$ cat src/rtl/alu_seq_ctrl_if.sv
// rtl/alu_seq_ctrl_if.sv - instruction fetch bus between sequencer and instruction memory
interface alu_seq_ctrl_if #(
  parameter int AW = 8
) ();
  logic          instr_req;
  logic [AW-1:0] instr_addr;
  logic [15:0]   instr_rdata;
  logic          instr_valid;

  modport master (
    output instr_req,
    output instr_addr,
    input  instr_rdata,
    input  instr_valid
  );

  modport slave (
    input  instr_req,
    input  instr_addr,
    output instr_rdata,
    output instr_valid
  );
endinterface

$ cat src/rtl/alu_seq_ctrl.sv
// rtl/alu_seq_ctrl.sv - multicycle fetch/decode/execute sequencer for the ALU datapath
module alu_seq_ctrl #(
  parameter int            AW       = 8,
  parameter logic [AW-1:0] RESET_PC = '0
) (
  input  logic                 CLK,
  input  logic                 reset,
  input  logic                 start,
  alu_seq_ctrl_if.master       ibus,
  input  logic                 zero,
  output logic                 write_enable,
  output logic                 ALUSrc,
  output logic [1:0]           ALUControl,
  output logic [3:0]           RA1,
  output logic [3:0]           RA2,
  output logic [3:0]           WA,
  output logic [7:0]           immediate,
  output logic                 busy,
  output logic                 halted
);

  typedef enum logic [1:0] {
    IDLE   = 2'd0,
    FETCH  = 2'd1,
    EXEC   = 2'd2,
    HALTED = 2'd3
  } state_t;

  localparam logic [3:0] OP_ADD  = 4'h1;
  localparam logic [3:0] OP_SUB  = 4'h2;
  localparam logic [3:0] OP_AND  = 4'h3;
  localparam logic [3:0] OP_OR   = 4'h4;
  localparam logic [3:0] OP_ADDI = 4'h5;
  localparam logic [3:0] OP_ANDI = 4'h6;
  localparam logic [3:0] OP_ORI  = 4'h7;
  localparam logic [3:0] OP_BZ   = 4'h8;
  localparam logic [3:0] OP_BNZ  = 4'h9;
  localparam logic [3:0] OP_JMP  = 4'hA;
  localparam logic [3:0] OP_HALT = 4'hF;

  state_t        state;
  logic [AW-1:0] pc;
  logic [15:0]   ir;
  logic [3:0]    op;
  logic [AW-1:0] pc_inc;
  logic [AW-1:0] br_target;
  logic [AW-1:0] next_pc;

  assign op        = ir[15:12];
  assign pc_inc    = pc + AW'(1);
  // Branch offset is an 8-bit two's complement displacement relative to the branch itself.
  assign br_target = pc + AW'($signed(ir[7:0]));

  // The fetch port is a pure decode of the state register so reset clears it immediately.
  assign ibus.instr_req  = (state == FETCH);
  assign ibus.instr_addr = pc;

  // Select the PC that follows the instruction currently in EXEC.
  always_comb begin
    next_pc = pc_inc;
    case (op)
      OP_BZ:   next_pc = zero  ? br_target : pc_inc;
      OP_BNZ:  next_pc = !zero ? br_target : pc_inc;
      OP_JMP:  next_pc = ir[AW-1:0];
      default: next_pc = pc_inc;
    endcase
  end

  // Sequencer FSM: owns PC, IR and the registered busy/halted status flags.
  always_ff @(posedge CLK or posedge reset) begin
    if (reset) begin
      state  <= IDLE;
      pc     <= RESET_PC;
      ir     <= '0;
      busy   <= 1'b0;
      halted <= 1'b0;
    end else begin
      case (state)
        IDLE, HALTED: begin
          if (start) begin
            state  <= FETCH;
            pc     <= RESET_PC;
            busy   <= 1'b1;
            halted <= 1'b0;
          end
        end
        FETCH: begin
          if (ibus.instr_valid) begin
            ir    <= ibus.instr_rdata;
            state <= EXEC;
          end
        end
        EXEC: begin
          pc <= next_pc;
          if (op == OP_HALT) begin
            state  <= HALTED;
            busy   <= 1'b0;
            halted <= 1'b1;
          end else begin
            state <= FETCH;
          end
        end
        default: state <= IDLE;
      endcase
    end
  end

  // Datapath controls are decoded from IR only while in EXEC and are zero otherwise.
  always_comb begin
    write_enable = 1'b0;
    ALUSrc       = 1'b0;
    ALUControl   = 2'b00;
    RA1          = 4'h0;
    RA2          = 4'h0;
    WA           = 4'h0;
    immediate    = 8'h00;
    if (state == EXEC) begin
      case (op)
        OP_ADD, OP_SUB, OP_AND, OP_OR: begin
          RA1          = ir[7:4];
          RA2          = ir[3:0];
          WA           = ir[11:8];
          write_enable = 1'b1;
          ALUControl   = 2'(op - OP_ADD);
        end
        OP_ADDI, OP_ANDI, OP_ORI: begin
          RA1          = ir[11:8];
          WA           = ir[11:8];
          ALUSrc       = 1'b1;
          immediate    = ir[7:0];
          write_enable = 1'b1;
          ALUControl   = (op == OP_ADDI) ? 2'b00 : (op == OP_ANDI) ? 2'b10 : 2'b11;
        end
        OP_BZ, OP_BNZ: begin
          // rs OR 0 drives the zero flag from the register value alone.
          RA1        = ir[11:8];
          ALUSrc     = 1'b1;
          ALUControl = 2'b11;
        end
        default: begin
          write_enable = 1'b0;
        end
      endcase
    end
  end

endmodule

$ cat src/flat_wrapper.sv
// flat-port wrapper written by rule: the top's interface ports become plain ports
module alu_seq_ctrl_flat 
#(
  parameter int            AW       = 8,
  parameter logic [AW-1:0] RESET_PC = '0
)
  (CLK, reset, start, zero, write_enable, ALUSrc, ALUControl, RA1, RA2, WA, immediate, busy, halted, ibus_instr_req, ibus_instr_addr, ibus_instr_rdata, ibus_instr_valid);
  alu_seq_ctrl_if #(.AW(AW)) ibus_i ();
  input  logic CLK;
  input  logic reset;
  input  logic start;
  input  logic zero;
  output logic write_enable;
  output logic ALUSrc;
  output logic [1:0] ALUControl;
  output logic [3:0] RA1;
  output logic [3:0] RA2;
  output logic [3:0] WA;
  output logic [7:0] immediate;
  output logic busy;
  output logic halted;
  output wire logic [$bits(ibus_i.instr_req)-1:0] ibus_instr_req;
  output wire logic [$bits(ibus_i.instr_addr)-1:0] ibus_instr_addr;
  input wire logic [$bits(ibus_i.instr_rdata)-1:0] ibus_instr_rdata;
  input wire logic [$bits(ibus_i.instr_valid)-1:0] ibus_instr_valid;
  assign ibus_instr_req = ibus_i.instr_req;
  assign ibus_instr_addr = ibus_i.instr_addr;
  assign ibus_i.instr_rdata = ibus_instr_rdata;
  assign ibus_i.instr_valid = ibus_instr_valid;
  alu_seq_ctrl #(.AW(AW), .RESET_PC(RESET_PC)) u_core (.CLK(CLK), .reset(reset), .start(start), .ibus(ibus_i), .zero(zero), .write_enable(write_enable), .ALUSrc(ALUSrc), .ALUControl(ALUControl), .RA1(RA1), .RA2(RA2), .WA(WA), .immediate(immediate), .busy(busy), .halted(halted));
endmodule
$ cat config.mk
export PLATFORM = sky130hd
export DESIGN_NAME = alu_seq_ctrl_flat
export DESIGN_NICKNAME = d
export VERILOG_FILES = /design/src/rtl/alu_seq_ctrl_if.sv /design/src/rtl/alu_seq_ctrl.sv /design/src/flat_wrapper.sv
export SDC_FILE = /design/constraint.sdc
export NUM_CORES = 1
export LEC_CHECK = 0
export CELL_PAD_IN_SITES_DETAIL_PLACEMENT = 1
export CELL_PAD_IN_SITES_GLOBAL_PLACEMENT = 2
export CORE_ASPECT_RATIO = 1.4
export CORE_MARGIN = 4
export CORE_UTILIZATION = 29
export DETAILED_ROUTE_END_ITERATION = 10
export HOLD_SLACK_MARGIN = 0.06
export MAX_ROUTING_LAYER = met4
export PLACE_DENSITY_LB_ADDON = 0.1
export RECOVER_POWER = 25
export SLEW_MARGIN = 25
export SYNTH_ARGS = -nofsm -noshare
export SYNTH_HDL_FRONTEND = slang
export SYNTH_SLANG_ARGS = --single-unit
$ cat constraint.sdc
create_clock -name CLK -period 2.41 [get_ports CLK]
set_input_delay 0.482 -clock CLK [delete_from_list [all_inputs] [get_ports CLK]]
set_output_delay 0.482 -clock CLK [all_outputs]
set_load 0.1 [all_outputs]
-- After elaboration in Yosys (flattened, before gate mapping)
Index checks and enable logic that the tools add are counted.
- div/mod/pow operators: 0
- $add $sub $neg: 3
- multiply operators: 0
- magnitude comparators: 0
- eq/ne operators: 17
- multiplexer cells: 31
- reduce and logical (&&, ||, !) cells: 12
- shifts and indexed selects: 0
- bitwise operators: 0
- operators with widths (cell ; number):
    $mux W8 ; 5
    $pmux W8 S3 ; 1
    $mux W4 ; 5
    $eq A4 B3 Y1 const B ; 4
    $eq A4 B4 Y1 const B ; 4
    $pmux W8 S2 ; 1
    $pmux W2 S3 ; 2
    $mux W2 ; 5
    $mux W1 ; 9
    $add A8 B1 Y8 const B ; 1
    $add A8 B8 Y8 ; 1
    $eq A4 B2 Y1 const B ; 2
    $pmux W4 S2 ; 1
    $reduce_or A7 Y1 ; 1
    $reduce_and A2 Y1 ; 3
    $reduce_or A5 Y1 ; 1
    $eq A2 B2 Y1 const B ; 2
    $eq A4 B1 Y1 const B ; 1
    $ne A2 B1 Y1 const B ; 2
    $pmux W1 S2 ; 2
    $reduce_or A2 Y1 ; 2
    $reduce_or A4 Y1 ; 1
    $reduce_and A3 Y1 ; 1
    $reduce_or A3 Y1 ; 1
    other kinds (5) ; 5
- memory bits (writable): 0
- ROM bits: 0
- memories kept: 0
- bits in registers: 28
- input port bits: 21
- bits in latches: 0
- output and inout port bits: 35
- logic and storage cells: 68

-- Depth between registers and ports, before layout
- depth in word-level cells: 5
- depth in mapped cells: 8
- mapped depth without buffers: 7

-- Least setup slack after synthesis
OpenSTA, ideal clock, no wires.
- kind: register -> output
- from: reg u_core.ir[13]
- to: out ALUControl[0]
- setup slack: -0.757 ns
- cell stages (with the launch flop): 7
- arrival: 2.685 ns
- cell sequence: dfrtp_1 > inv_1 > ha_1 > buf_6 > o311a_1 > a21o_1 > o32a_1
- word-level cells in the longest chain between the ends: 5
- ends and longest elaborated chain (what ; RTL line ; RTL):
    start: declaration ; alu_seq_ctrl.sv:43 ; logic [15:0] ir;
    start signal: assignment ; alu_seq_ctrl.sv:89 ; ir <= ibus.instr_rdata;
    $eq A4 B3 Y1 ; alu_seq_ctrl.sv:118, alu_seq_ctrl.sv:132 ;
    $mux W1 ; alu_seq_ctrl.sv:132 ; ALUControl = (op == OP_ADDI) ? 2'b00 : (op == OP_ANDI) ? 2'b10 : 2'b11;
    $mux W2 ; alu_seq_ctrl.sv:132 ;
    $pmux W2 S3 (*) ; alu_seq_ctrl.sv:118 ; case (op)
    $mux W2 (*) ; alu_seq_ctrl.sv:117 ; if (state == EXEC) begin
    end: declaration ; flat_wrapper.sv:15 ; output logic [1:0] ALUControl;
Mark *: on every way between the ends. The rest lies on a longest branch, timed or not.

-- Worst setup path after layout
- from: reg u_core.ir[12]
- to: out ALUControl[0]
Same word-level chain as after synthesis.

==> metrics.txt <==
outcome=finished with violations; failing checks=max-capacitance violations, max-slew violations, negative setup slack; Post-synth EDFFs=0; number of primary I/O pins=56; synthesized flop and latch total=28; library cell used as clock root buffer=clkbuf_8; mean number of vias per cell=4.99; 1st-pass router iterations=4; worst-case setup margin in the final layout=-0.0808 ns; top achievable clock speed=401 MHz; final number of hold-violating endpoints=0; sequential element share of the synthesized area=34.6%; remaining global-route overflow=0; post-DP HPWL=5.01 mm; Arr. time, crit path=2.01 ns; placer's final routability congestion estimate=0.805; critical setup path kind=reg2out; I/O Buffers=55; Clock Sink Count=28; register clock-pin slew on the reported worst setup and hold paths=0.10 ns; DRC violation count after routing=0; post-layout util=46.6%; Die X=78.6 um; initial antenna violation count=0; count of yosys warnings during synthesis=0; clock skew after layout=0.00396 ns; number of standard cells in the final layout excluding fillers=369; CTS hold repair buffers=0; global-route usage over all layers=16.2%; Placed Instance Area=3020 um^2; Placement Rows=35; number of nets in the layout=315; largest net degree at the start of global routing=29; Post-Syn Area=2030 um^2; net count after synthesis=242; routed vias=1,843; count of distinct cell types in the synthesized netlist=46; Cells after Synth=205; leakage dissipation=1.35 nW; Layout area overhead=54.1%; layout cells sized above 1=38.6%; area enclosed by the die boundary=8410 um^2; startpoint of the tightest hold check path=u_core.state[1]$_DFFE_PP0P_; Starting Density=30.2%; critical path launch point=u_core.ir[12]$_DFFE_PP0P_; min cycle time layout=2.49 ns; async set-or-reset flop fraction in the synthesized netlist=100%; Layout Cell Area excl Fill=3120 um^2; maximum vdd drop=966 uV; pre-CTS WS=0.0671 ns; slew at the pin closest to its max-slew limit=1.62 ns; post-synthesis area per instance=9.88 um^2; worst max-slew margin expressed relative to the limit=-7.68%; final slew viol count=29; Fin Hold WS=0.535 ns; number of placed instances, taps included=363; global-route wire length before repair=10.4 mm; drt total wl=6.23 mm; total clock buffers created by CTS=3; worst path required time=1.93 ns; origin of the critical flop-to-flop path=u_core.state[0]$_DFFE_PP0P_; Power per Cell Area=1220 nW/um^2; path category of the worst min-delay check=reg2reg; Die Ht=107 um; clock latency at the later pin of the worst-skew pair=0.28 ns; core area=6700 um^2; final setup fails=14; Max Cap Violations=1; Max Root-Sink Buffers=2; Initial DRC Count=53; element type at the critical path start=register; number of H-tree branching levels=1; top fanout value on the critical path=4; TritonCTS clock tree=yes; most frequently used flop master after synthesis=dfrtp_1; number of nets with antenna violations after routing=0; routed length per instance=16.9 um; share of the clock period used by the worst path=103%; ANT cells=0; Worst setup EP type=output port; via count of the first global-routing pass=1,952; RSZ-0062 raised after global routing=yes
## state kept, by name, summed over array words and instances, names as in the netlist
signal,cells
u_core.ir,16
u_core.busy,1
u_core.state,2
u_core.halted,1
u_core.ibus.instr_addr,8
## metrics by stage
| stage | total power [W] | setup TNS, ns |
|---|---|---|
| after floorplan | 0.00266 | -1.29 |
| after global routing | 0.00409 | -3.65 |
| after CTS | 0.00381 | -1.18 |
| after detailed placement | 0.00347 | 0 |
| final | 0.00379 | -0.960 |
| after global placement | 0.00343 | 0 |
## routing by layer
metal  track usage (%)  routed length [um]  vias up
li1                  -                   -      893
met1              18.3                2350      921
met2              30.6                3670       27
met3              1.51                 172        2
met4              3.38                  35        0
met5                 -                   0        -
## cells in the mapped netlist (2+ instances only)
| master | n | share of area [%] |
|---|---|---|
| nor2_1 | 12 | 2.2 |
| and2_1 | 16 | 4.9 |
| nor3_1 | 3 | 0.74 |
| nand4_1 | 3 | 0.93 |
| nor4_1 | 2 | 0.62 |
| a21o_1 | 4 | 1.5 |
| o21bai_1 | 2 | 0.74 |
| xnor2_1 | 5 | 2.2 |
| a21oi_1 | 9 | 2.2 |
| o21ai_0 | 16 | 4.0 |
| inv_1 | 9 | 1.7 |
| and3_1 | 2 | 0.62 |
| mux2_2 | 16 | 8.9 |
| nand2_1 | 10 | 1.9 |
| o32a_1 | 2 | 0.99 |
| xor2_1 | 6 | 2.6 |
| ha_1 | 15 | 9.3 |
| nand3_1 | 5 | 1.2 |
| clkbuf_1 | 3 | 0.56 |
| a221oi_1 | 4 | 1.7 |
| dfrtp_1 | 28 | 35 |
| a211oi_1 | 3 | 1.1 |
| a22o_1 | 7 | 3.0 |
## path summary, 6_finish.rpt
kind                                                    endpoint  slack [ns]  cells after the start
setup reg to reg           u_core.ibus.instr_addr[7]$_DFFE_PP0P_        0.35                      7
hold / removal                       u_core.state[1]$_DFFE_PP0P_        0.53                      1
max in group asynchronous  u_core.ibus.instr_addr[0]$_DFFE_PP0P_        0.30                      3
min in group asynchronous              u_core.ir[11]$_DFFE_PP0P_        1.07                      3
hold reg to reg                      u_core.state[1]$_DFFE_PP0P_        0.53                      1
setup / recovery                                   ALUControl[0]       -0.08                      7
## layout by cell type (no fill, tap or decap), types with 3 or more instances in the layout
cell type and instances:
buf_4 27, dfrtp_1 25, buf_12 24, clkdlybuf4s50_1 20, o21ai_0 16, mux2_2 16, ha_1 11, nand2_1 10
nor2_1 10, a21oi_1 9, and2_1 8, inv_1 7, xor2_1 6, xnor2_1 5, nand3_1 5, a221oi_1 4
and2_4 4, and2_2 4, a22o_2 4, nor3_1 3, a21o_1 3, nand4_1 3, a211oi_1 3, a22o_1 3
ha_2 3, clkbuf_8 3, dfrtp_2 3
## critical path: stages, from the launching register on
cell and delay, ns:
dfrtp_2 0.46, ha_2 0.23, nor4_2 0.20, a211o_1 0.17
buf_4 0.12, nor2_1 0.04, o32a_2 0.34, buf_12 0.17
## where the power goes
part	leakage [nW]	switching (W)	internal (W)
combinational	0.983	0.00157	0.00100
clock	0.0228	0.000154	0.000119
sequential	0.343	0.000276	0.000672
## final cells by class
| cell class | instances | area, um^2 |
|---|---|---|
| inverter | 9 | 33.8 |
| timing repair buffer | 73 | 898 |
| clock buffer | 4 | 45.0 |
| sequential | 28 | 704 |
| multi-input combinational | 163 | 1330 |
| fill | 740 | 3580 |
| tap | 92 | 115 |
## repair_timing
| action | in CTS | in global routing |
|---|---|---|
| resized for setup | 6 | 9 |
| pin swaps | 4 | 2 |
| buffers inserted | 2 | 0 |
| setup endpoints to repair | 23 | 24 |
## cells by family after synthesis
logic type	Yosys count	synth area share [%]
and+or+nand+nor	65	18.5
AOI/OAI and AO/OA	54	19.4
DFF	28	34.6
muxes	17	9.39
adders and majority gates	16	10.3
buffers and inverters	14	3.15
xor gates and xnor gates	11	4.76
Note: power is estimated with default switching activity, not from simulation.
